<file path="src/rtl/async_fifo_burst_reader.sv">
// async_fifo_burst_reader: drains a show-ahead async FIFO into sop/eop-framed bursts on a valid/ready stream,
// flushing partial bursts after an idle timeout; a 2-entry skid buffer isolates fifo_rdreq from m_ready.
module async_fifo_burst_reader #(
  parameter int FIFO_DATA_WIDTH = 32,
  parameter int FIFO_ADDR_WIDTH = 8,
  parameter int BURST_LEN = 16,
  parameter int TIMEOUT = 255
) (
  input  logic                       rdclk,
  input  logic                       reset_n,
  input  logic [FIFO_DATA_WIDTH-1:0] fifo_q,
  input  logic                       fifo_rdempty,
  input  logic [FIFO_ADDR_WIDTH-1:0] fifo_rdusedw,
  output logic                       fifo_rdreq,
  output logic [FIFO_DATA_WIDTH-1:0] m_data,
  output logic                       m_valid,
  output logic                       m_sop,
  output logic                       m_eop,
  input  logic                       m_ready,
  output logic                       busy
);
  localparam int UW = FIFO_ADDR_WIDTH + 1;
  localparam int TW = $clog2(TIMEOUT + 2);
  localparam logic [UW-1:0] BL = UW'(BURST_LEN);
  localparam logic [TW-1:0] T_LAST = TW'(TIMEOUT == 0 ? 0 : TIMEOUT - 1);
  typedef enum logic {IDLE, BURST} state_t;
  state_t state, state_nxt;
  logic [UW-1:0] eff_used, rem, rem_nxt;
  logic [TW-1:0] tcnt, tcnt_nxt;
  logic first, first_nxt;
  logic [1:0] occ;
  logic [FIFO_DATA_WIDTH+1:0] head, tail, entry;
  logic full_hit, flush_hit, push, pop;
  // rdusedw reads 0 both when empty and when completely full
  assign eff_used = fifo_rdempty ? '0 : fifo_rdusedw == '0 ? {1'b1, {FIFO_ADDR_WIDTH{1'b0}}} : {1'b0, fifo_rdusedw};
  assign full_hit = eff_used >= BL;
  assign flush_hit = TIMEOUT != 0 && tcnt == T_LAST && !fifo_rdempty;
  assign fifo_rdreq = state == BURST && rem != '0 && !fifo_rdempty && occ != 2'd2;
  assign entry = {first, rem == UW'(1), fifo_q};
  assign push = fifo_rdreq;
  assign pop = m_valid && m_ready;
  assign m_valid = occ != 2'd0;
  assign m_sop = m_valid && head[FIFO_DATA_WIDTH+1];
  assign m_eop = m_valid && head[FIFO_DATA_WIDTH];
  assign m_data = head[FIFO_DATA_WIDTH-1:0];
  assign busy = state == BURST || m_valid;
  always_comb begin
    state_nxt = state;
    rem_nxt = rem;
    tcnt_nxt = '0;
    first_nxt = first;
    if (state == IDLE) begin
      tcnt_nxt = (!fifo_rdempty && !full_hit) ? tcnt + 1'b1 : '0;
      if (full_hit || flush_hit) begin
        state_nxt = BURST;
        rem_nxt = full_hit ? BL : eff_used;
        tcnt_nxt = '0;
        first_nxt = 1'b1;
      end
    end else begin
      rem_nxt = fifo_rdreq ? rem - 1'b1 : rem;
      first_nxt = first && !fifo_rdreq;
      state_nxt = rem_nxt == '0 ? IDLE : BURST;
    end
  end
  always_ff @(posedge rdclk or negedge reset_n) begin
    if (!reset_n) begin
      state <= IDLE;
      rem <= '0;
      tcnt <= '0;
      first <= 1'b0;
      occ <= '0;
      head <= '0;
      tail <= '0;
    end else begin
      state <= state_nxt;
      rem <= rem_nxt;
      tcnt <= tcnt_nxt;
      first <= first_nxt;
      occ <= occ + {1'b0, push} - {1'b0, pop};
      // head is always the oldest entry; tail only holds the second one
      if (pop && occ == 2'd2) head <= tail;
      else if (push && (pop || occ == 2'd0)) head <= entry;
      if (push && (pop ? occ == 2'd2 : occ == 2'd1)) tail <= entry;
    end
  end
endmodule
</file>
<file path="config.mk">
export PLATFORM = sky130hd
export DESIGN_NAME = async_fifo_burst_reader
export DESIGN_NICKNAME = d
export VERILOG_FILES = /design/src/rtl/async_fifo_burst_reader.sv
export SDC_FILE = /design/constraint.sdc
export NUM_CORES = 1
export LEC_CHECK = 0
export BUFFER_PORTS_ARGS = -buffer_cell sky130_fd_sc_hd__buf_2
export CAP_MARGIN = 20
export CORE_MARGIN = 2
export CORE_UTILIZATION = 35
export CTS_BUF_LIST = sky130_fd_sc_hd__clkbuf_16
export DETAILED_ROUTE_END_ITERATION = 7
export GPL_TIMING_DRIVEN = 0
export SKIP_LAST_GASP = 1
export SLEW_MARGIN = 40
export SYNTH_ARGS = -nofsm -noshare
export SYNTH_HDL_FRONTEND = slang
export SYNTH_SLANG_ARGS = --single-unit
</file>
<file path="constraint.sdc">
create_clock -name rdclk -period 2.7 [get_ports rdclk]
set_input_delay 0.54 -clock rdclk [delete_from_list [all_inputs] [get_ports rdclk]]
set_output_delay 0.54 -clock rdclk [all_outputs]
set_load 0.01 [all_outputs]
</file>
## Word level (Yosys, flattened, before mapping)

Index checks and enable logic that the tools add are counted.

- $add $sub $neg: 4
- Order comparisons: 1
- Equal/unequal tests: 5
- Mux-type cells: 17
- Reduce and logical (&&, ||, !) cells: 25

Operators by type and width:

| operator | count |
|---|---|
| $mux 9 | 9 |
| $mux 34 | 2 |
| $logic_and 1x1->1 | 12 |
| $add 9x1->9 const B | 1 |
| $eq 9x1->1 const B | 1 |
| $eq 9x8->1 const B | 1 |
| $ge 9x5->1 const B | 1 |
| $logic_not 9->1 | 1 |
| $reduce_bool 9->1 | 1 |
| $sub 9x1->9 const B | 1 |
| $logic_not 8->1 | 1 |
| $mux 1 | 6 |
| $reduce_bool 2->1 | 3 |
| $logic_not 1->1 | 3 |
| $logic_or 1x1->1 | 3 |
| $add 2x1->2 | 1 |
| $eq 2x1->1 const B | 1 |
| $eq 2x2->1 const B | 1 |
| $logic_not 2->1 | 1 |
| $ne 2x2->1 const B | 1 |
| $sub 2x1->2 | 1 |

- Flip-flop bits (word level): 90
- Word-level logic and storage cells: 59

## Longest topological paths before layout

Gate-level depths: netlist of run 1.

- Depth in word-level cells: 9
- Mapped depth: 9

## Least setup slack after synthesis of run 1

No wires, ideal clock.

- Path kind: register -> register
- From: register rem[0]
- To: register tail[23]
- Library setup time: 0.125 ns
- Arrival time: 2.016 ns
- Data required time: 2.575 ns
- Slack: 0.560 ns
- Stages on the path, launching flop included: 8
- Period minus slack after synthesis: 2.140 ns
- Cell sequence: dfrtp_1 -> inv_1 -> ha_1 -> nor4b_1 -> a21oi_1 -> nor4b_4 -> buf_4 -> mux2_2

- Cells in the longest elaborated chain, start to end: 5

RTL lines:

| what | RTL line | source |
|---|---|---|
| start: declaration | 28 | `logic [UW-1:0] eff_used, rem, rem_nxt;` |
| start signal: assignment | 77 | `rem <= rem_nxt;` |
| $reduce_bool 9->1 | 38 | `assign fifo_rdreq = state == BURST && rem != '0 && !fifo_rdempty && occ != 2'd2;` |
| $logic_and 1x1->1 (3 in series) | 38 |  |
| $logic_and 1x1->1 | 84 | `if (push && (pop ? occ == 2'd2 : occ == 2'd1)) tail <= entry;` |
| end signal: assignment | 84 |  |
| end: declaration | 32 | `logic [FIFO_DATA_WIDTH+1:0] head, tail, entry;` |

Every way passes these cells.
A chain may end at the register's enable or synchronous reset.

## Final worst setup path of run 1

- From: register rem[0]
- To: output fifo_rdreq

- Cells in the longest elaborated chain, start to end: 4

RTL lines:

| what | RTL line | source |
|---|---|---|
| $reduce_bool 9->1 | 38 |  |
| $logic_and 1x1->1 (3 in series) | 38 |  |
| end: declaration | 14 | `output logic fifo_rdreq,` |

Every way passes these cells.

==> flow_summary_export.csv, run 1 <==
group,metric,value,unit
power,p_per_area,1090,mW/mm2
route,ant_nets,0,
synth,synth_nets,415,
critical_path,cp_max_fo,10,
floorplanning,die_x,118.4,um
final_layout,nNetsFinal,510,
final_layout,layout_common_cells,"100 x mux2_2, 90 x dfrtp_1, 80 x buf_2, 38 x buf_4, 18 x nor2_1",
clock_network,clock_latency,0.33,ns
critical_path,r2r_end,"head[6]$_DFFE_PN0P_",
floorplanning,initial_utilization,0.3603,
synth,synthSimpleGateAreaFrac,0.09088,
critical_path,r2r_start,"rem[0]$_DFFE_PN0P_",
route,firstDrtPassIters,4,
power,ir_drop,0.4295,mV
route,drt-initial-drc-count,99,
global_route,grt_overflow_total,0,
timing,max_freq,398.8,MHz
synth,synthDominantCellAreaShare,0.4913,
worst_hold_path,hold_class,"primary input to async pin",
route,wl_per_cell,14.01,um
floorplanning,die_y,118.4,um
floorplanning,rows,41,
synth,syn_area_per_cell,12.56,um2
clock_network,cts_buffers,9,
global_route,grt_pass1_wl,14.98,mm
clock_network,cts_tree,"done",
clock_network,clock_sinks,90,
final_layout,insertedDiodeCount,0,
clock_network,root_buffer,"clkbuf_16",
synth,synth_top_family_by_area,"multiplexers",
timing,relSlewSlack,0.5536,
route,wirelength,8.910,mm
timing,fin_crit_sh,0.9288,
placed_design,dp_slack,0.07272,ns
route,routed_via_density,4.726,
clock_network,clk_path_buf_depth,2,
synth,synth_xor_area_frac,0.02484,
synth,yosysWarnings,0,
power,p_total,6.021,mW
synth,synth_top_area_cell,"dfrtp_1",
critical_path,endpoint_kind,"output pin",
synth,synth_compound_area_frac,0.03739,
global_route,grt_max_degree,57,
timing,hold_viol,0,
timing,drv_slew,0,
route,via_count,3006,
synth,syn_inst,365,
critical_path,cp.required,2.16,ns
final_layout,final_common_cell,"mux2_2",
timing,finalClockSkew,0.004440,ns
final_layout,drive_gt1_frac,0.5323,
synth,yosysSeqAreaShare,0.4913,
final_layout,syn2layout_area_growth,20.47,%
critical_path,critPathArrivalTime,1.97,ns
final_layout,fillCellCount,1252,
synth,yosys_most_used_dff,"dfrtp_1",
synth,ys_types,48,
job,cap_violations,0,
route,drc,0,
timing,worst_pin_slew,0.6696,ns
clock_network,cts_htree_levels,3,
placed_design,gp_congestion,0.7996,
floorplanning,core_region_area,0.01272,mm2
synth,async_flop_share,1.000,
global_route,grtUsageTotal,0.1331,
synth,yosys-top-cells-area,"dfrtp_1 49%, mux2_2 25%, buf_4 5.7%",
run_status,status,"finished clean",
synth,syn_area,0.004584,mm2
timing,setup_viol,0,
timing,fin_setup_tns,0,ns
power,p_leak,2.514,nW
critical_path,rr_worst_depth,8,
floorplanning,ios,81,
critical_path,critPathLaunchType,"flip-flop",
critical_path,ff2ff_setup_slack,0.26,ns
synth,ys_seq_elements,90,
synth,synth_mux_area_frac,0.2609,
synth,synth_edf_count,0,
clock_network,cts.hold.buffers_added,0,
critical_path,critPathKind,"flip-flop to output pin",
clock_network,cts.clk_slew.worst_paths,0.06,ns
placed_design,port_buffers,80,
synth,synthAdderAreaFrac,0.01638,
timing,period_minus_slack,2.508,ns
global_route,antenna_found_initial,0,
floorplanning,die-area,0.01403,mm2
timing,setup_slack,0.1922,ns
placed_design,dp_hpwl,6.301,mm
global_route,grt_pass1_vias,3152,
-- logic make-up (layout without fill, tap and decap cells) --
group,count (synthesis),after routing
adder cells (fa/ha/maj),6,6
flip-flops,90,90
buffers and inverters,52,151
AND/OR/NAND/NOR,72,72
XOR/XNOR,13,13
AO/OA/AOI/OAI,25,25
multiplexers,107,107
-- synth_stat cells (5+ instances only) --
library cell / n
o21ai_0: 5
mux2i_1: 7
inv_1: 7
a21oi_1: 6
dfrtp_1: 90
xor2_1: 6
nand2_1: 15
nand3_1: 5
nor2_1: 18
ha_1: 6
buf_4: 35
mux2_2: 100
xnor2_1: 7
-- flip-flops by register name, indices dropped and copies added (netlist names) --
register and count:
first 1, head 34, occ 2, rem 9, state 1, tail 34, tcnt 9
-- timing repair --
item,in CTS,in global routing
gates resized for setup,0,2
setup endpoints to repair,0,56
buffers inserted,0,3
-- area by class of cell --
type,count,area [um2],share of cell area
plain buffers,44,329.1,0.05958
clock buffers,9,225.2,0.04078
clock inverters,6,27.53,0.004984
inverters,8,30.03,0.005437
multi-input cells,223,1987,0.3598
flip-flops and latches,90,2252,0.4078
well taps,172,215.2,0.03897
repair buffers,84,456.7,0.08269
-- power breakdown --
part	total, mW	internal [mW]	switching [mW]
sequential	2.32	1.96	0.362
clock	1.09	0.603	0.483
combinational	2.61	1.52	1.09
total	6.02	4.08	1.94
-- how the worst max path moves through the flow --
stage / start / endpoint / slack (ns) / cells after the start
2_1_floorplan: rem[0]$_DFFE_PN0P_ / tail[23]$_DFFE_PN0P_ / 0.56 / 7
3_3_place_gp: rem[0]$_DFFE_PN0P_ / tail[27]$_DFFE_PN0P_ / 0.1 / 7
3_5_place_dp: rem[0]$_DFFE_PN0P_ / tail[24]$_DFFE_PN0P_ / 0.07 / 7
4_1_cts: rem[0]$_DFFE_PN0P_ / fifo_rdreq / 0.06 / 7
5_1_grt: rem[0]$_DFFE_PN0P_ / fifo_rdreq / -0.02 / 7
6_report: rem[0]$_DFFE_PN0P_ / fifo_rdreq / 0.19 / 7
-- layer usage --
layer  global-route usage  share of wire
met5                    0              0
met4              0.05208          0.014
met3              0.02992          0.046
met2               0.2189           0.47
met1               0.1702           0.47
-- metrics by stage --
step | std cells | hold WS, ns | util | area (um2)
global route | 636 | 0.1039 | 0.4341 | 5523
CTS | 633 | 0.09158 | 0.4313 | 5487
finish | 636 | 0.09253 | 0.4341 | 5523
global placement | 617 | 0.4847 | 0.4087 | 5200
detailed placement | 618 | 0.4592 | 0.4114 | 5234
floorplan | 365 | 0.2444 | - | 4584
-- critical path, cell delays in order, from the launching register on --
cell and delay [ns]:
dfrtp_1 0.44, inv_1 0.13, ha_1 0.22, nor4b_2 0.27, nand2_1 0.16, nand2_2 0.14, inv_2 0.11, buf_2 0.16
Power figures use the tool's default switching activity.
==> inputs of run 2 (changes only) <==
Settings changed: PLACE_DENSITY set to 0.54.
==> flow_summary_export.csv, run 2 (synthesized netlist as in run 1, its figures left out) <==
group,metric,value,unit
timing,fin_crit_sh,0.9337,
critical_path,critPathKind,"flip-flop to output pin",
final_layout,final_common_cell,"mux2_2",
timing,fin_setup_tns,0,ns
timing,period_minus_slack,2.521,ns
clock_network,cts_buffers,9,
clock_network,cts.hold.buffers_added,0,
global_route,grt_overflow_total,0,
timing,finalClockSkew,0.005827,ns
floorplanning,initial_utilization,0.3603,
clock_network,root_buffer,"clkbuf_16",
final_layout,ff_latch_area,0.002252,mm2
route,via_count,2979,
global_route,antenna_found_initial,0,
timing,hold_viol,0,
route,firstDrtPassIters,4,
route,wirelength,8.988,mm
placed_design,gp_congestion,0.7929,
worst_hold_path,hold_class,"primary input to async pin",
route,wl_per_cell,14.13,um
floorplanning,rows,41,
power,ir_drop,0.4310,mV
global_route,grtUsageTotal,0.1349,
clock_network,cts_htree_levels,3,
final_layout,syn2layout_area_growth,21.26,%
final_layout,nNetsFinal,509,
job,cap_violations,0,
final_layout,layout_common_cells,"100 x mux2_2, 90 x dfrtp_1, 80 x buf_2, 37 x buf_4, 18 x nor2_1",
clock_network,clock_sinks,90,
timing,worst_pin_slew,0.6221,ns
final_layout,insertedDiodeCount,0,
clock_network,clk_path_buf_depth,2,
critical_path,critPathSlowestCell,"dfrtp_1",
power,p_total,6.179,mW
critical_path,rr_worst_depth,8,
power,p_leak,2.521,nW
final_layout,drive_gt1_frac,0.5388,
floorplanning,die_x,118.4,um
critical_path,critPathLaunchType,"flip-flop",
clock_network,cts_tree,"done",
critical_path,max_stage_delay,0.45,ns
final_layout,multi_input_area,0.001987,mm2
critical_path,cp.required,2.16,ns
timing,setup_viol,0,
floorplanning,die-area,0.01403,mm2
timing,rsz0062_at_grt,"false",
critical_path,crit_path_cell_trace,"inv_1, ha_1, nor4b_2, nand2_1, nand2_2, inv_2, buf_2",
timing,drv_slew,0,
route,drc,0,
placed_design,port_buffers,80,
final_layout,fillCellCount,1232,
floorplanning,ios,81,
clock_network,cts.clk_slew.worst_paths,0.06,ns
route,routed_via_density,4.684,
floorplanning,die_y,118.4,um
critical_path,critPathLaunch,"rem[0]$_DFFE_PN0P_",
final_layout,reg_top3,"head x34, tail x34",
clock_network,clock_latency,0.34,ns
critical_path,endpoint_kind,"output pin",
critical_path,r2r_start,"rem[0]$_DFFE_PN0P_",
power,p_per_area,1111,mW/mm2
global_route,grt_pass1_wl,15.19,mm
critical_path,critPathArrivalTime,1.98,ns
global_route,grt_pass1_vias,3008,
placed_design,dp_hpwl,6.350,mm
run_status,status,"finished clean",
critical_path,cp_max_fo,10,
route,drt-initial-drc-count,136,
timing,max_freq,396.7,MHz
global_route,grt_max_degree,57,
timing,relSlewSlack,0.5853,
floorplanning,core_region_area,0.01272,mm2
route,ant_nets,0,
-- run 2: layer usage --
metal  up-vias  share of wire  global-route usage
li1       1446              -                   -
met1      1447           0.48              0.1826
met2        72           0.46              0.2117
met3        14          0.040             0.02413
met4         0          0.022             0.05878
met5         -              0                   0
-- run 2: worst paths after layout --
path,slack [ns],end
worst max-delay path,0.18,fifo_rdreq
worst max register to register,0.24,head[8]$_DFFE_PN0P_
max in group asynchronous,2.07,head[0]$_DFFE_PN0P_
min in group rdclk,0.44,tail[5]$_DFFE_PN0P_
worst min register to register,0.50,tail[33]$_DFFE_PN0P_
worst min-delay path,0.06,rem[1]$_DFFE_PN0P_
-- run 2: stage by stage --
stage            util  hold slack (ns)  cells  setup slack [ns]  instance area, um2
2_1_floorplan       -           0.2444    365            0.5596                4584
3_3_place_gp   0.4087           0.4843    617            0.1477                5200
3_5_place_dp   0.4117           0.4315    618            0.1156                5238
4_1_cts        0.4347          0.06759    634           0.09135                5530
5_1_grt        0.4370          0.07924    636           0.02028                5559
6_report       0.4370          0.06243    636            0.1790                5559
-- run 2: final cells by class --
class	count	area share
flip-flops and latches	90	0.4051
multi-input cells	223	0.3574
repair buffers	83	0.08148
plain buffers	44	0.05919
clock buffers	9	0.04051
well taps	172	0.03871
clock inverters	7	0.01215
inverters	8	0.005402
-- run 2: timing repair --
item,4_1_cts,5_1_grt
endpoints found under the setup margin,0,56
setup buffers,0,2
endpoints found under the hold margin,0,0
resized for setup,0,2
-- run 2: where the power goes --
| part | switching, mW | internal (mW) |
|---|---|---|
| Combinational | 1.10 | 1.52 |
| Sequential | 0.361 | 1.96 |
| Clock | 0.527 | 0.714 |
| Total | 1.99 | 4.19 |
-- run 2: worst max-delay path: cells and delay by family, from the launching register on --
family	cells	cell delay, ns
adder cells (fa/ha/maj)	1	0.23
buffers and inverters	3	0.40
flip-flops	1	0.45
AND/OR/NAND/NOR	3	0.57
==> inputs of run 3 (changes only) <==
Settings changed: ABC_AREA set to 1.
==> flow_summary_export.csv, run 3 <==
group,metric,value,unit
run_status,status,"finished clean",
job,cap_violations,0,
synth,async_flop_share,1.000,
synth,synth_mux_area_frac,0.09744,
synth,yosysSeqAreaShare,0.4792,
timing,worst_pin_slew,0.5455,ns
synth,ys_types,32,
timing,period_minus_slack,2.363,ns
power,p_total,6.680,mW
route,firstDrtPassIters,4,
critical_path,critPathLaunch,"rem[0]$_DFFE_PN0P_",
final_layout,multi_input_area,0.001952,mm2
clock_network,cts.hold.buffers_added,0,
final_layout,nNetsFinal,648,
critical_path,max_stage_delay,0.38,ns
synth,yosys_most_used_dff,"dfrtp_1",
timing,fin_crit_sh,0.8754,
clock_network,cts_tree,"done",
power,p_per_area,1177,mW/mm2
critical_path,r2r_start,"rem[0]$_DFFE_PN0P_",
route,drc,0,
critical_path,cp.required,2.16,ns
timing,max_freq,423.1,MHz
global_route,grt_overflow_total,0,
clock_network,cts.clk_slew.worst_paths,0.06,ns
synth,synth_nets,557,
placed_design,port_buffers,79,
final_layout,drive_gt1_frac,0.3012,
critical_path,crit_top_cell,"inv_1",
timing,setup_viol,0,
floorplanning,die_x,119.9,um
synth,syn_area_per_cell,9.269,um2
critical_path,cp_top_family,"buffers and inverters",
floorplanning,rows,42,
route,routed_via_density,4.734,
clock_network,clock_sinks,90,
final_layout,fillCellCount,1341,
synth,syn_inst,507,
final_layout,layout_common_cells,"90 x dfrtp_1, 89 x nand2_1, 82 x buf_2, 73 x nor2_1, 53 x nand3_1",
synth,synth_top_family_by_area,"simple AND/OR/NAND/NOR gates",
clock_network,post_cts_buffers,0,
timing,hold_ws,0.04117,ns
clock_network,cts_buffers,9,
synth,yosysWarnings,0,
route,wirelength,10.81,mm
route,ant_nets,0,
global_route,antenna_found_initial,0,
synth,synth_top_area_cell,"dfrtp_1",
critical_path,critPathKind,"flip-flop to output pin",
synth,yosys-top-cells-area,"dfrtp_1 48%, mux2_4 8.3%, nand2_1 7.1%",
placed_design,gp_congestion,0.8507,
timing,rsz0062_at_grt,"false",
clock_network,cts_resized,0,
synth,synth_edf_count,0,
final_layout,reg_top3,"head x34, tail x34",
critical_path,endpoint_kind,"output pin",
timing,relSlewSlack,0.6363,
route,wl_per_cell,13.91,um
final_layout,final_common_cell,"dfrtp_1",
critical_path,critPathBufInv,3,
floorplanning,core_region_area,0.01319,mm2
timing,finalClockSkew,0.005184,ns
synth,ys_seq_elements,90,
final_layout,insertedDiodeCount,0,
critical_path,ff2ff_setup_slack,0.68,ns
floorplanning,die-area,0.01437,mm2
synth,synth_commonest_cells,"90 x dfrtp_1, 89 x nand2_1, 73 x nor2_1",
clock_network,root_buffer,"clkbuf_16",
synth,synthAdderAreaFrac,0.01597,
timing,drv_slew,0,
placed_design,place_area,0.005353,mm2
critical_path,cp_max_fo,9,
floorplanning,die_y,119.9,um
route,drt-initial-drc-count,223,
synth,syn_area,0.004700,mm2
critical_path,critPathArrivalTime,1.82,ns
global_route,grt_pass1_wl,18.04,mm
final_layout,syn2layout_area_growth,20.77,%
synth,yosys.cell_count.top_type,"dfrtp_1",
critical_path,critPathLaunchType,"flip-flop",
power,ir_drop,0.3662,mV
global_route,grt_pass1_vias,3683,
floorplanning,initial_utilization,0.3563,
power,p_leak,2.794,nW
global_route,grt_max_degree,63,
final_layout,post-route-util,0.4303,
final_layout,stdcell_area,0.005675,mm2
critical_path,crit_path_cell_trace,"inv_1, ha_1, nand2_1, nor2_1, nand2_2, nand3_4, inv_1, buf_2",
clock_network,clock_latency,0.34,ns
global_route,grtUsageTotal,0.1592,
timing,fin_setup_tns,0,ns
floorplanning,ios,81,
final_layout,ff_latch_area,0.002252,mm2
worst_hold_path,hold_class,"primary input to async pin",
critical_path,critPathSlowestCell,"dfrtp_1",
synth,synthSimpleGateAreaFrac,0.2127,
route,via_count,3678,
synth,synth_compound_area_frac,0.07055,
clock_network,cts_htree_levels,3,
timing,hold_viol,0,
synth,synthDominantCellAreaShare,0.4792,
clock_network,clk_path_buf_depth,2,
placed_design,dp_hpwl,7.633,mm
synth,synth_xor_area_frac,0.01864,
## run 3: changes by cell type in the layout (fill, tap and decap cells not counted), sizes merged, moves of 7 or more
cell,change
a31oi,+33
clkbuf,+7
inv,+24
mux2,-68
mux2i,-7
nand2,+77
nand3,+49
nor2,+57
## run 3: path summary, 6_finish.rpt
check | end | depth (start not counted)
setup reg to reg | head[33]$_DFFE_PN0P_ | 10
hold / removal | head[25]$_DFFE_PN0P_ | 1
min in group rdclk | tail[2]$_DFFE_PN0P_ | 2
setup / recovery | fifo_rdreq | 8
hold reg to reg | tail[33]$_DFFE_PN0P_ | 2
max in group asynchronous | tcnt[1]$_DFF_PN0_ | 2
## run 3: logic make-up (layout without fill, tap and decap cells)
| family | Yosys count | in the layout |
|---|---|---|
| XOR/XNOR | 10 | 10 |
| flip-flops | 90 | 90 |
| buffers and inverters | 85 | 179 |
| multiplexers | 32 | 32 |
| adder cells (fa/ha/maj) | 6 | 6 |
| AO/OA/AOI/OAI | 54 | 54 |
| AND/OR/NAND/NOR | 230 | 230 |
## run 3: power by group
group / internal [mW] / switching (mW)
Clock: 0.887 / 0.505
Combinational: 1.42 / 1.57
Sequential: 1.96 / 0.329
## run 3: per-layer routing
metal / wire length (um) / up-vias / track usage / part of all wire
li1: - / 1827 / - / -
met1: 5184 / 1758 / 0.2184 / 0.48
met2: 4990 / 81 / 0.2518 / 0.46
met3: 460 / 12 / 0.02947 / 0.043
met4: 171 / 0 / 0.05882 / 0.016
met5: 0 / - / 0 / 0
## run 3: layout make-up
type	instances	share of cell area
plain buffers	54	0.06636
clock inverters	5	0.01720
flip-flops and latches	90	0.3968
well taps	176	0.03880
multi-input cells	332	0.3439
repair buffers	80	0.07628
inverters	31	0.02094
clock buffers	9	0.03968
## run 3: through the flow
stage          cells  setup WS (ns)
2_1_floorplan    507         0.8934
3_3_place_gp     762         0.1542
3_5_place_dp     763         0.5253
4_1_cts          777         0.3193
5_1_grt          777         0.1977
6_report         777         0.3365
